`src/rtl/zhegalkin_pkg.sv`:
```
// Shared types and constants for the Zhegalkin sweep controller.
// The optional transform is enabled by defining ANF_TRANSFORM_EN.
package zhegalkin_pkg;

  localparam int DEF_N_VARS = 4;
  localparam int STG_W = 3;

  typedef enum logic [1:0] {
    IDLE,
    SWEEP,
    XFORM,
    DONE
  } state_e;

  function automatic int tt_w(input int n);
    return 1 << n;
  endfunction

endpackage

```
`src/rtl/zhegalkin_sweep_ctrl_anf_butterfly_stage.sv`:
```
// One Mobius butterfly stage: c[i] ^= c[i ^ (1<<s)] where bit s of i is set.
// Present only when ANF_TRANSFORM_EN is defined.
`ifdef ANF_TRANSFORM_EN
module anf_butterfly_stage
  import zhegalkin_pkg::*;
#(
  parameter int N_VARS = DEF_N_VARS,
  localparam int TT_W = tt_w(N_VARS)
) (
  input  logic [TT_W-1:0]  vec_i,
  input  logic [STG_W-1:0] stage_i,
  output logic [TT_W-1:0]  vec_o
);

  always_comb begin
    vec_o = vec_i;
    for (int i = 0; i < TT_W; i++) begin
      if (((i >> stage_i) & 1) == 1) begin
        vec_o[i] = vec_i[i] ^ vec_i[i ^ (1 << stage_i)];
      end
    end
  end

endmodule
`endif

```
`src/rtl/zhegalkin_sweep_ctrl.sv`:
```
// Exhaustive input sweep + truth-table capture for an ANF evaluator.
// Define ANF_TRANSFORM_EN to add the in-place Mobius transform to anf_coef.
module zhegalkin_sweep_ctrl
  import zhegalkin_pkg::*;
#(
  parameter int N_VARS = DEF_N_VARS,
  localparam int TT_W = tt_w(N_VARS)
) (
  input  logic              clk,
  input  logic              rst,
  input  logic              start,
  output logic [N_VARS-1:0] x_out,
  input  logic              z_in,
  output logic              busy,
  output logic              done,
`ifdef ANF_TRANSFORM_EN
  output logic [TT_W-1:0]   anf_coef,
`endif
  output logic [TT_W-1:0]   truth_tbl
);

  state_e state_q, state_d;
  logic [N_VARS-1:0] cnt_q, cnt_d;
  logic [TT_W-1:0] tt_q, tt_d;
  logic last_smp;

  assign last_smp = &cnt_q;

`ifdef ANF_TRANSFORM_EN
  logic [STG_W-1:0] stg_q, stg_d;
  logic [TT_W-1:0] coef_q, coef_d, bfly;
  logic last_stg;

  assign last_stg = (stg_q == STG_W'(N_VARS - 1));

  anf_butterfly_stage #(
    .N_VARS (N_VARS)
  ) u_bfly (
    .vec_i   (coef_q),
    .stage_i (stg_q),
    .vec_o   (bfly)
  );
`endif

  always_ff @(posedge clk or posedge rst) begin
    if (rst) state_q <= IDLE;
    else     state_q <= state_d;
  end

  always_comb begin
    state_d = state_q;
    unique case (state_q)
      IDLE:  if (start) state_d = SWEEP;
      SWEEP: begin
        if (last_smp) begin
`ifdef ANF_TRANSFORM_EN
          state_d = XFORM;
`else
          state_d = DONE;
`endif
        end
      end
      XFORM: begin
`ifdef ANF_TRANSFORM_EN
        if (last_stg) state_d = DONE;
`else
        state_d = IDLE;
`endif
      end
      DONE:  state_d = IDLE;
      default: state_d = IDLE;
    endcase
  end

  always_comb begin
    busy = (state_q == SWEEP) || (state_q == XFORM);
    done = (state_q == DONE);
  end

  // The counter wraps to 0 after the last sample, so x_out idles at 0.
  always_comb begin
    cnt_d = cnt_q;
    tt_d  = tt_q;
    if (state_q == IDLE && start) begin
      cnt_d = '0;
      tt_d  = '0;
    end else if (state_q == SWEEP) begin
      tt_d[cnt_q] = z_in;
      cnt_d       = cnt_q + 1'b1;
    end
  end

  always_ff @(posedge clk or posedge rst) begin
    if (rst) begin
      cnt_q <= '0;
      tt_q  <= '0;
    end else begin
      cnt_q <= cnt_d;
      tt_q  <= tt_d;
    end
  end

  assign x_out     = cnt_q;
  assign truth_tbl = tt_q;

`ifdef ANF_TRANSFORM_EN
  always_comb begin
    stg_d  = stg_q;
    coef_d = coef_q;
    if (state_q == IDLE && start) begin
      stg_d  = '0;
      coef_d = '0;
    end else if (state_q == SWEEP && last_smp) begin
      coef_d = tt_d;
    end else if (state_q == XFORM) begin
      coef_d = bfly;
      stg_d  = stg_q + 1'b1;
    end
  end

  always_ff @(posedge clk or posedge rst) begin
    if (rst) begin
      stg_q  <= '0;
      coef_q <= '0;
    end else begin
      stg_q  <= stg_d;
      coef_q <= coef_d;
    end
  end

  assign anf_coef = coef_q;
`endif

endmodule
```
`config.mk`:
```
export PLATFORM = sky130hd
export DESIGN_NAME = zhegalkin_sweep_ctrl
export DESIGN_NICKNAME = d
export VERILOG_FILES = /design/src/rtl/zhegalkin_pkg.sv /design/src/rtl/zhegalkin_sweep_ctrl_anf_butterfly_stage.sv /design/src/rtl/zhegalkin_sweep_ctrl.sv
export SDC_FILE = /design/constraint.sdc
export NUM_CORES = 1
export LEC_CHECK = 0
export ABC_CLOCK_PERIOD_IN_PS = 3500
export CAP_MARGIN = 15
export CORE_MARGIN = 5
export CORE_UTILIZATION = 53
export DETAILED_ROUTE_END_ITERATION = 7
export MAX_ROUTING_LAYER = met4
export PLACE_DENSITY = 0.83
export SYNTH_ARGS = -nofsm -noshare
export SYNTH_HDL_FRONTEND = slang
export SYNTH_SLANG_ARGS = --single-unit
```
`constraint.sdc`:
```
create_clock -name clk -period 3.5 [get_ports clk]
set_clock_uncertainty 0.1 [all_clocks]
set_input_delay 0.7 -clock clk [delete_from_list [all_inputs] [get_ports clk]]
set_output_delay 0.7 -clock clk [all_outputs]
set_load 0.005 [all_outputs]
```
==> results of run 1 <==
worst min-delay path, cell delays in order (launching register included):
cell     delay (ns)
dfrtp_1        0.36
mux2i_1        0.07
nor2_1         0.07
flip-flops by register name, summed over array words and instances (netlist names):
signal	cells
state_q	2
truth_tbl	16
x_out	4
power breakdown:
part           leakage (nW)  internal [mW]  switching (mW)
sequential            0.299          0.306          0.0733
clock                0.0138         0.0399          0.0658
combinational         0.390          0.208           0.205
logic make-up (layout without fill, tap and decap cells):
logic type / count (synthesis) / after routing
buffers and inverters: 14 / 33
XOR/XNOR: 3 / 3
AO/OA/AOI/OAI: 10 / 10
multiplexers: 14 / 14
flip-flops: 22 / 22
adder cells (fa/ha/maj): 8 / 8
AND/OR/NAND/NOR: 42 / 42
worst max-delay path by stage:
| stage | from | end | slack [ns] | depth (start not counted) |
|---|---|---|---|---|
| 2_1_floorplan | state_q[0] | busy | 1.98 | 2 |
| 3_3_place_gp | start | truth_tbl[6] | 1.41 | 3 |
| 3_5_place_dp | start | truth_tbl[6] | 1.36 | 3 |
| 4_1_cts | state_q[0] | busy | 1.11 | 3 |
| 5_1_grt | x_out[2] | x_out[2] | 1.03 | 1 |
| 6_report | x_out[2] | x_out[2] | 1.12 | 1 |
stage by stage:
stage / total power, mW / hold slack [ns] / setup slack, ns / instances
CTS: 0.901 / 0.442 / 1.11 / 160
finish: 0.898 / 0.436 / 1.12 / 160
global placement: 0.779 / 0.409 / 1.41 / 157
global route: 0.965 / 0.470 / 1.03 / 160
floorplan: 0.658 / 0.407 / 1.98 / 113
detailed placement: 0.797 / 0.416 / 1.36 / 157
area by class of cell:
| class | count | share of cell area, % |
|---|---|---|
| inverter | 5 | 1.31 |
| sequential | 22 | 38.4 |
| multi-input combinational | 77 | 38.8 |
| tap | 28 | 2.44 |
| clock buffer | 3 | 1.57 |
| timing repair buffer | 25 | 17.5 |
per-layer routing:
| layer | vias to the layer above | GRT usage [%] |
|---|---|---|
| met4 | 0 | 3.97 |
| met1 | 418 | 18.5 |
| met3 | 2 | 2.26 |
| met2 | 18 | 24.1 |
| li1 | 430 | - |
| met5 | - | - |
layout by cell type, fill, tap and decap left out:
cell,n
clkdlybuf4s50_1,25
dfrtp_1,22
nor2_1,16
mux2i_1,13
nand4_1,9
nand4b_1,8
ha_1,8
inv_1,5
nand2_1,4
o21ai_0,4
a21oi_1,4
clkbuf_4,3
xor2_1,2
and2_1,1
nand3_1,1
nor2b_1,1
a21oi_2,1
o22a_1,1
nor2_2,1
or2_2,1
mux2_2,1
xnor2_1,1
==> results.json, run 1 <==
{
  "worst_r2r_path_depth": 5,
  "placed_area_um2": 1410,
  "drt-total-wl_um": 2200,
  "cts_sinks": 22,
  "cellLeakagePower_nw": 0.703,
  "synthMuxAreaShare_pct": 12.0,
  "pin_count": 26,
  "critical_path_buf_inv_count": 1,
  "finalHoldViolCount": 0,
  "cp_max_fo": 18,
  "synth_ff_type": "dfrtp_1",
  "r2r_start": "state_q[1]",
  "grt-ovfl-total": 0,
  "m1WireLength_um": 1050,
  "fmax_mhz": 419,
  "multi_input_area_um2": 557,
  "cp-end-kind": "primary output",
  "synth_seq_cells": 22,
  "die_area_um2": 3270,
  "drt_iter0_drc": 12,
  "rows": 17,
  "min_period_over_period_pct": 68.1,
  "portBuffers": 25,
  "grt_setup_unrepaired": "false",
  "synth_simple_gate_area_share_pct": 19.6,
  "fin_nets": 146,
  "yosys_warnings": 0,
  "stdcell_area_um2": 1430,
  "whs_path_depth": 2,
  "drt-pass1-iter-count": 4,
  "synth.area.top_cells": "dfrtp_1, mux2i_1, ha_1, nand4b_1, nor2_1",
  "fp.coreArea_um2": 2170,
  "async_flop_share_pct": 100,
  "clkTransAtPathRegs_ns": 0.11,
  "hpwl_um": 1570,
  "p_per_area_nw_per_um2": 626,
  "drv_slew": 0,
  "slew-limit-headroom_pct": 44.8,
  "clockBufferDepth": 2,
  "ctsHoldBuffers": 0,
  "avgViaCountPerCell": 5.43,
  "grt_pass1_wl_um": 3710,
  "syn_to_final_growth_pct": 21.4,
  "final_util_pct": 66.1,
  "diodes": 0,
  "maxCapViolCount": 0,
  "grt_usage_pct": 14.5,
  "cts-root-buf": "clkbuf_4",
  "die_x_um": 57.2,
  "r2r_slack_ns": 1.52,
  "synth_cell_types": 24,
  "seq_area_um2": 551,
  "yosysMostFrequentCell": "dfrtp_1",
  "syn_area_um2": 1180,
  "holdCritStartpoint": "truth_tbl[10]",
  "reg2reg_to": "truth_tbl[7]",
  "met2_length_um": 1050,
  "vias": 868,
  "numCtsBuffers": 3,
  "cts_tree": "done",
  "nFillCells": 181,
  "h-tree-depth": 1,
  "drc": 0,
  "seq_area_frac_synth_pct": 46.6,
  "synthCells": 113,
  "startpoint_type": "register",
  "final_layout_size_suffix_gt1_share_pct": 5.30,
  "syn_avg_cell_area_um2": 10.5,
  "grt_max_degree": 26,
  "wire_per_inst_um": 13.7,
  "post_cts_resized": 0,
  "yosys.area.top_type_share_pct": 46.6,
  "setup_viol": 0,
  "fin_tns_setup_ns": 0,
  "crit_chain": "clkdlybuf4s50_1",
  "crit_required_ns": 2.70,
  "final.min_clock_period_ns": 2.38,
  "route.met3.wl_um": 91,
  "post-synth-top-area-cell": "dfrtp_1",
  "crit_slowest_cell": "dfrtp_1",
  "crit_arrival_ns": 1.58,
  "die_y_um": 57.2,
  "antenna_found_initial": 0,
  "holdPathEnd": "truth_tbl[10]",
  "synth_commonest_cells": "dfrtp_1, nor2_1, mux2i_1, nand4_1",
  "synth_xor_area_share_pct": 2.22,
  "outcome": "finished, final reports clean",
  "min_path_type": "register to register",
  "cpLargestDelayFamily": "flip-flops",
  "post_cts_buffers": 0,
  "top_layer": "met4",
  "synthAdderAreaFrac_pct": 8.47,
  "max_stage_delay_ns": 0.69,
  "worstMarginPinSlew_ns": 0.829,
  "final_antenna_net_count": 0,
  "synth_top_family_by_area": "simple AND/OR/NAND/NOR gates",
  "critPathKind": "register to primary output",
  "synth_edf_count": 0,
  "synth-compound-area-share_pct": 4.87,
  "gp_congestion": 0.828,
  "ir_drop_mv": 0.477,
  "synthesis.nets": 125,
  "grt_pass1_vias": 837,
  "start_util_pct": 54.4,
  "clock_latency_ns": 0.29
}
(Power assumes the default switching activity.)
==> inputs of run 2 (changes only) <==
--- a/config.mk
+++ b/config.mk
@@ -5,13 +5,13 @@
 export SDC_FILE = /design/constraint.sdc
 export NUM_CORES = 1
 export LEC_CHECK = 0
-export ABC_CLOCK_PERIOD_IN_PS = 3500
+export ABC_CLOCK_PERIOD_IN_PS = 2100
 export CAP_MARGIN = 15
 export CORE_MARGIN = 5
-export CORE_UTILIZATION = 53
+export CORE_UTILIZATION = 44
 export DETAILED_ROUTE_END_ITERATION = 7
 export MAX_ROUTING_LAYER = met4
-export PLACE_DENSITY = 0.83
+export PLACE_DENSITY = 0.74
 export SYNTH_ARGS = -nofsm -noshare
 export SYNTH_HDL_FRONTEND = slang
 export SYNTH_SLANG_ARGS = --single-unit
==> constraint.sdc (replaced) <==
create_clock -name clk -period 2.1 [get_ports clk]
set_clock_uncertainty 0.1 [all_clocks]
set_input_delay 0.42 -clock clk [delete_from_list [all_inputs] [get_ports clk]]
set_output_delay 0.42 -clock clk [all_outputs]
set_load 0.005 [all_outputs]
==> results.json, run 2 (synthesis results as in run 1) <==
{
  "start_util_pct": 46.8,
  "clockBufferDepth": 2,
  "drt-pass1-iter-count": 4,
  "grt_max_degree": 24,
  "antenna_found_initial": 0,
  "startpoint": "x_out[3]",
  "min_path_type": "input pin to asynchronous set/reset pin",
  "cp-end-kind": "primary output",
  "finalHoldViolCount": 0,
  "crit_slowest_cell": "clkdlybuf4s50_1",
  "avgViaCountPerCell": 5.56,
  "drt-total-wl_um": 2520,
  "drc": 0,
  "cellLeakagePower_nw": 0.750,
  "crit_required_ns": 1.58,
  "rows": 18,
  "cp_max_fo": 8,
  "startpoint_type": "register",
  "fin_nets": 152,
  "clock_latency_ns": 0.30,
  "final_antenna_net_count": 0,
  "drt_iter0_drc": 26,
  "dp_cells": 164,
  "max_stage_delay_ns": 0.57,
  "largest_reg_flops": 16,
  "min_period_over_period_pct": 91.5,
  "stdcell_count": 169,
  "cpLargestDelayFamily": "buffers and inverters",
  "portBuffers": 25,
  "syn_to_final_growth_pct": 26.9,
  "numCtsBuffers": 3,
  "outcome": "finished, final reports clean",
  "critical_path_buf_inv_count": 1,
  "hpwl_um": 1810,
  "ir_drop_mv": 0.689,
  "final_layout_size_suffix_gt1_share_pct": 10.8,
  "worstMarginPinSlew_ns": 0.516,
  "cts_tree": "done",
  "setup_viol": 0,
  "die_x_um": 61.8,
  "vias": 939,
  "diodes": 0,
  "die_area_um2": 3820,
  "pin_count": 26,
  "crit_arrival_ns": 1.40,
  "cts_sinks": 22,
  "grt_usage_pct": 15.6,
  "drv_slew": 0,
  "r2r_start": "x_out[0]",
  "cts-root-buf": "clkbuf_4",
  "gp_congestion": 0.719,
  "crit_chain": "clkdlybuf4s50_1",
  "mostFrequentLayoutCell": "clkdlybuf4s50_1",
  "slew-limit-headroom_pct": 65.5,
  "wire_per_inst_um": 14.9,
  "final.min_clock_period_ns": 1.92,
  "grt-ovfl-total": 0,
  "maxCapViolCount": 0,
  "fp.coreArea_um2": 2520,
  "grt_setup_unrepaired": "false",
  "nFillCells": 235,
  "p_per_area_nw_per_um2": 1090,
  "critPathKind": "register to primary output",
  "clkTransAtPathRegs_ns": 0.12,
  "h-tree-depth": 1,
  "final_cell_mix": "clkdlybuf4s50_1, dfrtp_1, nor2_1, mux2i_1, nand4_1",
  "seq_area_um2": 552,
  "grt_pass1_wl_um": 4280,
  "grt_pass1_vias": 953,
  "multi_input_area_um2": 557,
  "fin_tns_setup_ns": 0,
  "die_y_um": 61.8,
  "p_total_mw": 1.63,
  "fmax_mhz": 521
}
run 2: cell types whose count changed in the layout (fill, tap and decap cells not counted), sizes merged:
cell	change
buf	+6
clkbuf	+1
clkdlybuf4s50	-1
dlymetal6s2s	+1
run 2: repair_timing:
action                                  4_1_cts  5_1_grt
setup buffers                                 0        1
hold buffers                                  0        0
endpoints found under the setup margin        0        1
gates resized for setup                       0        2
run 2: routing by layer:
layer,up-vias,GRT usage (%),wire length (um)
met3,8,2.89,153
li1,446,-,-
met1,450,20.3,1100
met5,-,-,0
met2,35,24.2,1210
met4,0,5.45,56
run 2: final timing paths:
check                      slack (ns)            end  cells after the start
setup reg to reg                 0.42     state_q[1]                      4
min in group clk                 0.45  truth_tbl[12]                      2
hold / removal                   0.33  truth_tbl[11]                      3
setup / recovery                 0.18       x_out[3]                      1
hold reg to reg                  0.45  truth_tbl[12]                      2
max in group asynchronous        1.33     state_q[0]                      3
run 2: report_power, final:
part           total (mW)  leakage (nW)  internal (mW)  switching, mW
clock               0.235        0.0210          0.106          0.129
sequential          0.608         0.298          0.513         0.0948
combinational       0.787         0.431          0.387          0.400
run 2: through the flow:
| step | setup WS (ns) | instance area [um^2] | utilization [%] | hold slack (ns) |
|---|---|---|---|---|
| 2_1_floorplan | 0.600 | 1180 | - | 0.309 |
| 3_3_place_gp | 0.387 | 1450 | 57.5 | 0.413 |
| 3_5_place_dp | 0.358 | 1450 | 57.5 | 0.421 |
| 4_1_cts | 0.00246 | 1490 | 59.0 | 0.336 |
| 5_1_grt | 0.0781 | 1500 | 59.4 | 0.357 |
| 6_report | 0.180 | 1500 | 59.4 | 0.331 |
run 2: worst min-delay path: stages:
cell,delay (ns)
clkdlybuf4s50_1,0.39
inv_1,0.05
buf_4,0.28
run 2: area by class of cell:
type / count / area share, %
inverter: 5 / 1.25
sequential: 22 / 36.8
timing repair buffer: 31 / 19.9
multi-input combinational: 77 / 37.1
clock buffer: 4 / 2.42
tap: 30 / 2.50
